`src/rtl/fp8_pkg.sv`:
```
// Shared FP8 E4M3 format constants and the unpack stream state type.
package fp8_pkg;
    localparam int E4M3_BIAS       = 7;
    localparam int FP32_BIAS       = 127;
    localparam int E4M3_EXP_W      = 4;
    localparam int E4M3_MAN_W      = 3;
    localparam int E4M3_EXP_OFFSET = FP32_BIAS - E4M3_BIAS;

    typedef enum logic {
        IDLE = 1'b0,
        EMIT = 1'b1
    } state_t;
endpackage

```
`src/rtl/fp8_e4m3_to_fp32.sv`:
```
// Exact combinational widening of one FP8 E4M3 value (no NaN/Inf encodings) to IEEE-754 FP32.
module fp8_e4m3_to_fp32
    import fp8_pkg::*;
(
    input  logic [7:0]  i_e4m3,
    output logic [31:0] o_fp32
);
    logic                  w_sign;
    logic [E4M3_EXP_W-1:0] w_exp;
    logic [E4M3_MAN_W-1:0] w_man;

    assign w_sign = i_e4m3[7];
    assign w_exp  = i_e4m3[6:3];
    assign w_man  = i_e4m3[2:0];

    // Subnormals are renormalised on the leading one of the fraction; every E4M3 value fits FP32 exactly.
    always_comb begin
        o_fp32 = {w_sign, 31'b0};
        if (w_exp != '0)
            o_fp32 = {w_sign, 8'(E4M3_EXP_OFFSET) + {{(8 - E4M3_EXP_W){1'b0}}, w_exp}, w_man, 20'b0};
        else if (w_man[2])
            o_fp32 = {w_sign, 8'(E4M3_EXP_OFFSET), w_man[1:0], 21'b0};
        else if (w_man[1])
            o_fp32 = {w_sign, 8'(E4M3_EXP_OFFSET - 1), w_man[0], 22'b0};
        else if (w_man[0])
            o_fp32 = {w_sign, 8'(E4M3_EXP_OFFSET - 2), 23'b0};
    end
endmodule

```
`src/rtl/fp8_e4m3_unpack_dequant.sv`:
```
// Unpacks masked words of packed E4M3 lanes into a stream of FP32 values, one per cycle.
module fp8_e4m3_unpack_dequant
    import fp8_pkg::*;
#(
    parameter int LANES  = 4,
    parameter int CNT_W  = 16,
    localparam int LANE_W = (LANES > 1) ? $clog2(LANES) : 1
)(
    input  logic                 clk,
    input  logic                 rst_n,
    input  logic                 in_valid,
    output logic                 in_ready,
    input  logic [8*LANES-1:0]   in_data,
    input  logic [LANES-1:0]     in_mask,
    input  logic                 in_last,
    output logic                 out_valid,
    input  logic                 out_ready,
    output logic [31:0]          out_data,
    output logic [LANE_W-1:0]    out_lane,
    output logic                 out_last,
    output logic                 err_empty_last,
    output logic [CNT_W-1:0]     out_cnt
);
    state_t               r_state;
    logic [8*LANES-1:0]   r_data;
    logic [LANES-1:0]     r_mask;
    logic                 r_last;
    logic [31:0]          r_outData;
    logic [LANE_W-1:0]    r_outLane;
    logic                 r_outLast;
    logic                 r_err;
    logic [CNT_W-1:0]     r_cnt;

    logic                 w_fire;
    logic                 w_accept;
    logic                 w_finalLane;
    logic [LANES-1:0]     w_remNext;
    logic                 w_load;
    logic [LANES-1:0]     w_srcMask;
    logic [8*LANES-1:0]   w_srcData;
    logic                 w_srcLast;
    logic [LANE_W-1:0]    w_srcLane;
    logic [7:0]           w_srcByte;
    logic                 w_srcOneHot;
    logic [31:0]          w_srcFp32;

    assign out_valid      = (r_state == EMIT);
    assign out_data       = r_outData;
    assign out_lane       = r_outLane;
    assign out_last       = r_outLast;
    assign err_empty_last = r_err;
    assign out_cnt        = r_cnt;

    assign w_fire      = out_valid && out_ready;
    assign w_remNext   = r_mask & (r_mask - LANES'(1));
    assign w_finalLane = (w_remNext == '0);
    assign in_ready    = (r_state == IDLE) || (w_fire && w_finalLane);
    assign w_accept    = in_valid && in_ready;

    // Output registers preload from the new word on accept, or from the held word after a non-final handshake.
    always_comb begin
        w_load    = 1'b0;
        w_srcMask = in_mask;
        w_srcData = in_data;
        w_srcLast = in_last;
        if (w_accept && (in_mask != '0)) begin
            w_load = 1'b1;
        end else if (w_fire && !w_finalLane) begin
            w_load    = 1'b1;
            w_srcMask = w_remNext;
            w_srcData = r_data;
            w_srcLast = r_last;
        end
    end

    always_comb begin
        w_srcLane = '0;
        w_srcByte = w_srcData[7:0];
        for (int i = LANES - 1; i >= 0; i--) begin
            if (w_srcMask[i]) begin
                w_srcLane = LANE_W'(i);
                w_srcByte = w_srcData[i*8 +: 8];
            end
        end
    end

    assign w_srcOneHot = ((w_srcMask & (w_srcMask - LANES'(1))) == '0);

    fp8_e4m3_to_fp32 u_conv (
        .i_e4m3 (w_srcByte),
        .o_fp32 (w_srcFp32)
    );

    always_ff @(posedge clk or negedge rst_n) begin
        if (!rst_n) begin
            r_state   <= IDLE;
            r_data    <= '0;
            r_mask    <= '0;
            r_last    <= 1'b0;
            r_outData <= '0;
            r_outLane <= '0;
            r_outLast <= 1'b0;
            r_err     <= 1'b0;
            r_cnt     <= '0;
        end else begin
            r_err <= w_accept && (in_mask == '0) && in_last;
            if (w_fire)
                r_cnt <= r_cnt + CNT_W'(1);
            if (w_accept && (in_mask != '0)) begin
                r_state <= EMIT;
                r_data  <= in_data;
                r_mask  <= in_mask;
                r_last  <= in_last;
            end else if (w_accept || (w_fire && w_finalLane)) begin
                r_state   <= IDLE;
                r_mask    <= '0;
                r_outLast <= 1'b0;
            end else if (w_fire) begin
                r_mask <= w_remNext;
            end
            if (w_load) begin
                r_outData <= w_srcFp32;
                r_outLane <= w_srcLane;
                r_outLast <= w_srcLast && w_srcOneHot;
            end
        end
    end
endmodule

```
`config.mk`:
```
export PLATFORM = sky130hd
export DESIGN_NAME = fp8_e4m3_unpack_dequant
export DESIGN_NICKNAME = d
export VERILOG_FILES = /design/src/rtl/fp8_pkg.sv /design/src/rtl/fp8_e4m3_to_fp32.sv /design/src/rtl/fp8_e4m3_unpack_dequant.sv
export SDC_FILE = /design/constraint.sdc
export NUM_CORES = 1
export LEC_CHECK = 0
export ABC_AREA = 1
export ABC_CLOCK_PERIOD_IN_PS = 2000
export CAP_MARGIN = 30
export CORE_MARGIN = 2
export CORE_UTILIZATION = 46
export CTS_CLUSTER_DIAMETER = 150
export DETAILED_ROUTE_END_ITERATION = 12
export PLACE_DENSITY = 0.79
export SLEW_MARGIN = 0
export SYNTH_ARGS = -nofsm -noshare
export SYNTH_HDL_FRONTEND = slang
export SYNTH_SLANG_ARGS = --single-unit
export TNS_END_PERCENT = 1
```
`constraint.sdc`:
```
create_clock -name clk -period 2 [get_ports clk]
set_clock_uncertainty 0.2 [all_clocks]
set_input_delay 0.6 -clock clk [delete_from_list [all_inputs] [get_ports clk]]
set_output_delay 0.6 -clock clk [all_outputs]
set_load 0.1 [all_outputs]
```
# After elaboration in Yosys (flattened, before gate mapping)
# Index checks and enable logic that the tools add are counted.
# classes
add_sub_neg	4
eq_ne	1
n_mux	27
n_bitwise	3
n_reduce_logical	20
# op_table
cell	n
2-to-1 mux 30 bit	3
2-to-1 mux 32 bit	2
2-to-1 mux 8 bit	4
2-to-1 mux 31 bit	1
2-to-1 mux 4 bit	5
adder 16 x 1 -> 16 bit (second input constant)	1
logical NOT 4 bit	3
adder 7 x 4 -> 8 bit (first input constant)	1
AND 4 bit	2
logical AND 1 bit	8
2-to-1 mux 1 bit	8
2-to-1 mux 2 bit	4
nonzero test 4 bit	2
subtractor 4 x 1 -> 4 bit (second input constant)	2
nonzero test 2 bit	2
nonzero test 3 bit	1
logical OR 1 bit	2
!= test 2 bit (second input constant)	1
AND reduction 2 bit	1
logical NOT 1 bit	1
inverter 1 bit	1
# word_totals
register_bits	90
in_bits	41
out_inout_bits	54
word_cells	64

# Depth between registers and ports, before layout
# Gate-level depths: netlist (run 1).
# depth
word_depth	16
depth_mapped	20
mapped_depth_nobuf	19

# Cells and area by module
# Synthesis (run 1) repeated with hierarchy kept, for this count alone.
# unflattened
hier_cells	645
hier_area_um2	4937.2
# by_module_without_submodules
module	n_inst	cells_each	area_per_inst_um2
fp8_e4m3_unpack_dequant	1	592	4620.7
fp8_e4m3_to_fp32	1	53	316.6

# Least setup slack after synthesis (run 1)
# Ideal clock, no wire load.
# synth_timing
path_kind	flip-flop to flip-flop
startpoint	reg r_state, in the netlist out_valid
endpoint	reg r_outData[25], in the netlist out_data[25]
setup_time_ps	123
arrival_ps	3244
required_time_ps	1677
path_slack_ps	-1567
stages_incl_launch_ff	11
path_buffers	1
period_less_slack_ps	3567
cell_sequence	dfrtp_1 -> nand2_2 -> o21ai_2 -> nand2_1 -> nor2_4 -> inv_2 -> nand2_1 -> inv_1 -> buf_2 -> nor2_1 -> a21oi_1
# synth_between
elab_chain_len	14
elab_cells_between_ends	23
cone_classes	1 x add/sub; 14 x mux; 1 x bitwise; 7 x reduce/logical
# synth_lines
item	line	source
start: declaration	fp8_e4m3_unpack_dequant.sv:24	state_t r_state;
start signal: assignment	fp8_e4m3_unpack_dequant.sv:96	r_state <= IDLE;
start signal: assignment	fp8_e4m3_unpack_dequant.sv:110	r_state <= EMIT;
start signal: assignment	fp8_e4m3_unpack_dequant.sv:115	r_state <= IDLE;
logical AND 1 bit	fp8_e4m3_unpack_dequant.sv:54	assign w_fire = out_valid && out_ready;
logical AND 1 bit	fp8_e4m3_unpack_dequant.sv:57	assign in_ready = (r_state == IDLE) || (w_fire && w_finalLane);
logical OR 1 bit (*)	fp8_e4m3_unpack_dequant.sv:57	
named net in_ready	fp8_e4m3_unpack_dequant.sv:12	output logic in_ready,
logical AND 1 bit (*)	fp8_e4m3_unpack_dequant.sv:58	assign w_accept = in_valid && in_ready;
logical AND 1 bit (*)	fp8_e4m3_unpack_dequant.sv:66	if (w_accept && (in_mask != '0)) begin
parallel branches: the longest is 9 deep, another holds adder 7 x 4 -> 8 bit	-	
end signal: assignment	fp8_e4m3_unpack_dequant.sv:122	r_outData <= w_srcFp32;
end: declaration	fp8_e4m3_unpack_dequant.sv:28	logic [31:0] r_outData;
# Mark *: on every way through the listed nets, which the timed path passes.
# A chain may end at the register's enable or synchronous reset.

# Worst setup path after layout (run 1)
# layout_timing
startpoint	reg r_mask[1]
endpoint	reg r_outData[24], in the netlist out_data[24]
# layout_between
elab_chain_len	16
elab_cells_between_ends	25
cone_classes	2 x add/sub; 14 x mux; 1 x bitwise; 8 x reduce/logical
# layout_lines
item	line	source
start: declaration	fp8_e4m3_unpack_dequant.sv:26	logic [LANES-1:0] r_mask;
start signal: assignment	fp8_e4m3_unpack_dequant.sv:112	r_mask <= in_mask;
start signal: assignment	fp8_e4m3_unpack_dequant.sv:119	r_mask <= w_remNext;
subtractor 4 x 1 -> 4 bit	fp8_e4m3_unpack_dequant.sv:55	assign w_remNext = r_mask & (r_mask - LANES'(1));
AND 4 bit (*)	fp8_e4m3_unpack_dequant.sv:55	
parallel branches: the longest is 14 deep, another holds adder 7 x 4 -> 8 bit	-	
# Mark *: on every way between the ends.

==> results of run 1 <==
[cell type report]
| cell class | count | area, um^2 | share of cell area [%] |
|---|---|---|---|
| well taps | 108 | 135 | 2.24 |
| inverters | 55 | 221 | 3.68 |
| multi-input cells | 394 | 2030 | 33.8 |
| flip-flops and latches | 68 | 1710 | 28.4 |
| clock buffers | 12 | 155 | 2.58 |
| clock inverters | 4 | 47.5 | 0.790 |
| repair buffers | 148 | 1720 | 28.6 |
[power groups by stage]
| stage | Sequential [W] | Combinational, W | Clock [W] |
|---|---|---|---|
| 2_1_floorplan | 0.00365 | 0.00275 | 0 |
| 3_3_place_gp | 0.00239 | 0.00609 | 0 |
| 3_5_place_dp | 0.00243 | 0.00619 | 0 |
| 4_1_cts | 0.00241 | 0.00642 | 0.00118 |
| 5_1_grt | 0.00249 | 0.00724 | 0.00123 |
| 6_report | 0.00243 | 0.00675 | 0.00116 |
[placed cells by master, fill, tap and decap left out, types with 2 or more instances in the layout]
cell type        instances
o21ai_1                 18
nand2_4                  7
conb_1                  20
a21oi_2                  8
a21oi_1                  9
inv_4                    2
buf_4                   65
nand3b_1                 4
nand4_1                  3
nor2_2                   2
buf_12                  39
o21ai_2                  3
inv_2                    3
clkinv_2                 2
nand3_2                  4
dfrtp_1                 66
buf_6                    2
a31oi_1                  2
inv_1                   48
nand2_1                173
nand3_1                 28
xnor2_1                  7
inv_6                    2
clkbuf_8                11
clkdlybuf4s50_1         38
xor2_1                   6
o21ai_0                 33
nor2_1                  29
nor2_4                  11
nand2_2                 12
o211ai_1                 3
[flip-flops by register name, summed over array words and instances, names as in the netlist]
signal / count
r_data: 32
out_cnt: 16
out_data: 10
r_mask: 4
out_lane: 2
err_empty_last: 1
out_last: 1
out_valid: 1
r_last: 1
[final timing paths]
kind	start	end	slack, ns
worst max-delay path	r_mask[1]	out_data[24]	-0.60
worst min-delay path	rst_n	out_cnt[3]	0.04
worst max register to register	r_mask[1]	out_data[24]	-0.60
worst min register to register	r_data[28]	r_data[28]	0.28
max in group asynchronous	rst_n	out_valid	1.20
min in group clk	r_data[28]	r_data[28]	0.28
[layer usage]
| layer | vias to the layer above | global-route usage [%] | routed length [um] |
|---|---|---|---|
| met1 | 1844 | 29.0 | 4400 |
| met2 | 123 | 40.3 | 5480 |
| met4 | 0 | 6.41 | 149 |
| met5 | - | 0 | 0 |
| met3 | 16 | 4.75 | 539 |
| li1 | 1937 | - | - |
[critical path: stages, from the launching register on]
cell and delay [ns]:
dfrtp_1 0.43, nor2_4 0.17, nor2_4 0.06, nor2_4 0.12, nand2_4 0.09, nand2_8 0.13, buf_12 0.15, nand2_1 0.06
nand2_2 0.10, nor2_1 0.08, nor2_1 0.15, nand3_1 0.15, nand2_1 0.09, nand2_1 0.10, a21oi_1 0.21, nand2_2 0.10
a21oi_1 0.12
[per-stage QoR]
step	worst slack, ns	utilization (%)
3_5_place_dp	-0.912	64.7
6_report	-0.601	70.0
4_1_cts	-0.537	68.1
5_1_grt	-0.730	70.0
2_1_floorplan	-0.625	-
3_3_place_gp	-0.869	64.7
[kinds of logic (layout without fill, tap and decap cells)]
logic type	after synthesis	count (layout)
simple gates	278	278
fa+ha+maj	1	1
xor+xnor	13	13
other cells	1	20
buf+inv	95	219
flops	68	68
compound gates	82	82
[timing repair]
item,4_1_cts,5_1_grt
setup endpoints to repair,63,62
pin swaps,8,13
gates resized for setup,23,41
buffers inserted,3,5
cloned,0,1
==> flow_metrics.env, run 1 <==
export IMPL_drv_cap=0
export IMPL_clk_latency_ns=0.36
export IMPL_avgRoutedWirePerCell_um=13.4
export IMPL_drtIter0Drc=183
export IMPL_finalMaxSlewViolations=0
export IMPL_synth_compound_area_share_pct=11.2
export IMPL_crit_path_end_kind="register"
export IMPL_dpl_cell_area_um2=5560
export IMPL_p_sw_w=0.00517
export IMPL_fin_ws_ns=-0.601
export IMPL_start_util_pct=46.7
export IMPL_antenna_found_initial=0
export IMPL_fin_crit_sh_pct=130
export IMPL_placed_cells=764
export IMPL_yosysMostFrequentCell="nand2_1"
export IMPL_core_um2=8590
export IMPL_ys_ff_latch=68
export IMPL_nFillCells=669
export IMPL_root_buffer="clkbuf_8"
export IMPL_grt_pass1_vias=3889
export IMPL_path_class="register to register"
export IMPL_ys_top_cells_by_area="dfrtp_1, nand2_1, o21ai_0"
export IMPL_p_seq_share_pct=23.5
export IMPL_ys_types=39
export IMPL_synth_top_family_by_area="simple AND/OR/NAND/NOR gates"
export IMPL_p_clk_share_pct=11.2
export IMPL_design_area_um2=6020
export IMPL_hold_viol_final=0
export IMPL_ctsHoldBuffers=0
export IMPL_grt_pass1_wl_um=17800
export IMPL_die_x_um=97.4
export IMPL_synth_warnings=0
export IMPL_crit_path_max_fanout=13
export IMPL_drive_above_1_share_pct=27.5
export IMPL_synthArstFlopShare_pct=100
export IMPL_p_sw_share_pct=50.0
export IMPL_syn_area_per_cell_um2=7.46
export IMPL_fmax_mhz=384
export IMPL_cts_buffers=9
export IMPL_synth_edff_count=0
export IMPL_grt_use_total_pct=23.0
export IMPL_dr_pass1_iters=5
export IMPL_synth_top_area_cell="dfrtp_1"
export IMPL_port_buffers=74
export IMPL_cp_arrival_ns=2.69
export IMPL_dp_hpwl_um=7660
export IMPL_rr_worst_depth=16
export IMPL_setup_viol=52
export IMPL_final_nets=718
export IMPL_cts_tree="yes"
export IMPL_drc=0
export IMPL_syn_area_um2=4020
export IMPL_power_w=0.0103
export IMPL_grt_max_degree=69
export IMPL_finalSetupTns_ns=-13.37
export IMPL_leakage_nw=3.02
export IMPL_synthXorXnorAreaFrac_pct=2.84
export IMPL_synth_mux_area_share_pct=0
export IMPL_synthToLayoutAreaGrowth_pct=49.9
export IMPL_rows=34
export IMPL_via_per_inst=4.97
export IMPL_synthCells=538
export IMPL_min_period_ns=2.60
export IMPL_hold_class="input port to async pin"
export IMPL_critPathRequiredTime_ns=2.09
export IMPL_p_int_w=0.00517
export IMPL_drt_wl_total_um=10600
export IMPL_vias=3920
export IMPL_violations="setup timing"
export IMPL_die_h_um=97.4
export IMPL_clockBufferDepth=2
export IMPL_grt_overflow_total=0
export IMPL_postRouteAntennaNets=0
export IMPL_ys_seq_area_share_pct=42.4
export IMPL_clock_sinks=68
export IMPL_synth_common_cells="nand2_1, dfrtp_1, inv_1, o21ai_0, nor2_1"
export IMPL_vdd_drop_max_uv=754
export IMPL_fin_cells=789
export IMPL_p_comb_share_pct=65.3
export IMPL_synth_top_cell_area_share_pct=42.4
export IMPL_synth_adder_area_share_pct=0.312
export IMPL_status="complete, but fails checks"
export IMPL_dieArea_um2=9490
export IMPL_ys_flop_type="dfrtp_1"
export IMPL_clk_pin_slew_ns=0.07
export IMPL_place_gp_congestion=0.903
export IMPL_synthSimpleGateAreaFrac_pct=30.4
export IMPL_power_density_nw_per_um2=1720
export IMPL_whs_ns=0.0363
export IMPL_n_antenna_cell=0
export IMPL_critPathLaunchType="register"
export IMPL_rsz0062_at_grt="true"
export IMPL_htree_levels=3
export IMPL_num_io_pins=95
(Power assumes the default switching activity.)
==> inputs of run 2 (changes only) <==
--- a/constraint.sdc
+++ b/constraint.sdc
@@ -4,2 +4,2 @@
 set_output_delay 0.6 -clock clk [all_outputs]
-set_load 0.1 [all_outputs]
+set_load 0.05 [all_outputs]
==> run 2 against run 1 <==
- the run still ends with setup timing left
- non-clock buffer count decreased by 3
- total power shrank 12%
- clock power fell by 11%
- hold slack better by 0.022 ns
- final area shrank 1.3%
- via count grew 1.1%
- combinational power shrank 16%
- die area is the same
- clock-buffer cell count decreased by 2
- maximum frequency increased by 3.9%
- sequential power about the same
- critical path type is now register to output port
- largest power group unchanged
==> flow_metrics.env, run 2 (same netlist as run 1, synthesis figures left out) <==
export IMPL_start_util_pct=46.7
export IMPL_rrSetupSlack_ns=-0.49
export IMPL_r2r_start="r_mask[1]"
export IMPL_finalMaxSlewViolations=0
export IMPL_postRouteAntennaNets=0
export IMPL_layout_commonest_cell="nand2_1"
export IMPL_ff_latch_area_um2=1700
export IMPL_p_sw_share_pct=46.0
export IMPL_rr_worst_depth=16
export IMPL_multi_input_area_um2=2000
export IMPL_path_class="register to output port"
export IMPL_grt_use_total_pct=23.5
export IMPL_drv_cap=0
export IMPL_rsz0062_at_grt="true"
export IMPL_power_density_nw_per_um2=1540
export IMPL_hold_viol_final=0
export IMPL_clockBufferDepth=2
export IMPL_die_x_um=97.4
export IMPL_placed_cells=762
export IMPL_rows=34
export IMPL_antenna_found_initial=0
export IMPL_p_sw_w=0.00421
export IMPL_fin_cells=786
export IMPL_p_int_w=0.00494
export IMPL_final_nets=715
export IMPL_critPathRequiredTime_ns=1.20
export IMPL_grt_pass1_wl_um=18200
export IMPL_setup_viol=54
export IMPL_via_per_inst=5.04
export IMPL_htree_levels=3
export IMPL_p_clk_share_pct=11.3
export IMPL_min_period_ns=2.50
export IMPL_fin_crit_sh_pct=125
export IMPL_avgRoutedWirePerCell_um=13.8
export IMPL_fmax_mhz=400
export IMPL_dr_pass1_iters=5
export IMPL_cts_buffers=9
export IMPL_synthToLayoutAreaGrowth_pct=48.0
export IMPL_cp_arrival_ns=1.70
export IMPL_dp_hpwl_um=7990
export IMPL_num_io_pins=95
export IMPL_drt_wl_total_um=10800
export IMPL_root_buffer="clkbuf_8"
export IMPL_largest_reg_flops=32
export IMPL_cts_tree="yes"
export IMPL_vdd_drop_max_uv=572
export IMPL_hold_class="input port to async pin"
export IMPL_clk_pin_slew_ns=0.07
export IMPL_top_register="r_data"
export IMPL_rr_endpoint="out_data[29]"
export IMPL_leakage_nw=3.00
export IMPL_p_seq_share_pct=26.5
export IMPL_crit_path_max_fanout=3
export IMPL_grt_pass1_vias=3900
export IMPL_fin_ws_ns=-0.503
export IMPL_grt_overflow_total=0
export IMPL_vias=3965
export IMPL_critPathLaunch="r_mask[1]"
export IMPL_power_w=0.00914
export IMPL_place_gp_congestion=0.863
export IMPL_grt_max_degree=69
export IMPL_clk_latency_ns=0.35
export IMPL_status="complete, but fails checks"
export IMPL_die_h_um=97.4
export IMPL_crit_path_end_kind="output port"
export IMPL_drtIter0Drc=171
export IMPL_drc=0
export IMPL_port_buffers=74
export IMPL_clock_sinks=68
export IMPL_n_antenna_cell=0
export IMPL_p_comb_share_pct=62.3
export IMPL_dieArea_um2=9490
export IMPL_final_cell_mix="nand2_1, dfrtp_1, buf_4"
export IMPL_violations="setup timing"
export IMPL_core_um2=8590
export IMPL_nFillCells=692
export IMPL_critPathLaunchType="register"
export IMPL_drive_above_1_share_pct=26.5
[run 2: cell count changes in the layout (fill, tap and decap cells not counted), sizes merged]
cell / change
inv: -1
clkdlybuf4s50: -1
clkinv: +4
bufinv: -1
clkdlybuf4s15: +1
clkbuf: -4
buf: -3
bufbuf: +1
dlygate4sd2: +1
[run 2: metal layers]
layer / GRT usage (%) / vias to the layer above / routed length, um
li1: - / 1931 / -
met1: 28.8 / 1851 / 4400
met2: 40.6 / 146 / 5500
met3: 3.60 / 37 / 515
met4: 11.3 / 0 / 402
met5: 0 / - / 0
[run 2: repair_timing]
item	CTS	global route
setup endpoints to repair	64	58
hold buffers	0	0
setup buffers	3	4
cloned	1	0
pin swaps	9	8
resized for setup	33	20
[run 2: final cells by class]
class / instances / share of cell area [%]
clock buffer: 10 / 2.32
inverter: 55 / 3.73
clock inverter: 6 / 0.674
multi-input combinational: 394 / 33.6
timing repair buffer: 145 / 28.7
tap: 108 / 2.27
sequential: 68 / 28.7
[run 2: critical path: stages, from the launching register on]
cell and delay (ns):
dfrtp_1 0.43, nor2_4 0.17, nand2_2 0.08, nand2_4 0.07
nand2_4 0.09, buf_8 0.13, o21ai_4 0.14, buf_6 0.12
buf_12 0.12
[run 2: worst max-delay path by stage]
| stage | to | slack (ns) | cells after the start |
|---|---|---|---|
| 6_report | in_ready | -0.50 | 8 |
| 3_5_place_dp | out_data[29] | -0.98 | 16 |
| 5_1_grt | out_data[29] | -0.62 | 18 |
| 2_1_floorplan | out_last | -0.36 | 12 |
| 3_3_place_gp | out_data[21] | -0.88 | 18 |
| 4_1_cts | in_ready | -0.50 | 8 |
[run 2: power groups by stage]
stage / clock network [W] / logic [W] / registers (W)
2_1_floorplan: 0 / 0.00255 / 0.00291
3_3_place_gp: 0 / 0.00511 / 0.00238
3_5_place_dp: 0 / 0.00523 / 0.00243
4_1_cts: 0.00104 / 0.00554 / 0.00241
5_1_grt: 0.00110 / 0.00614 / 0.00248
6_report: 0.00103 / 0.00569 / 0.00242
[run 2: stage by stage]
step           util, %  hold slack, ns  worst slack, ns  area, um^2  setup TNS, ns
3_3_place_gp      64.5           0.251           -0.884        5550         -32.51
5_1_grt           69.2          0.0976           -0.625        5940         -13.78
3_5_place_dp      64.5           0.255           -0.982        5550         -35.79
4_1_cts           68.2          0.0798           -0.505        5860          -8.93
6_report          69.2          0.0586           -0.503        5940          -8.36
2_1_floorplan        -           0.104           -0.356        4120         -15.15
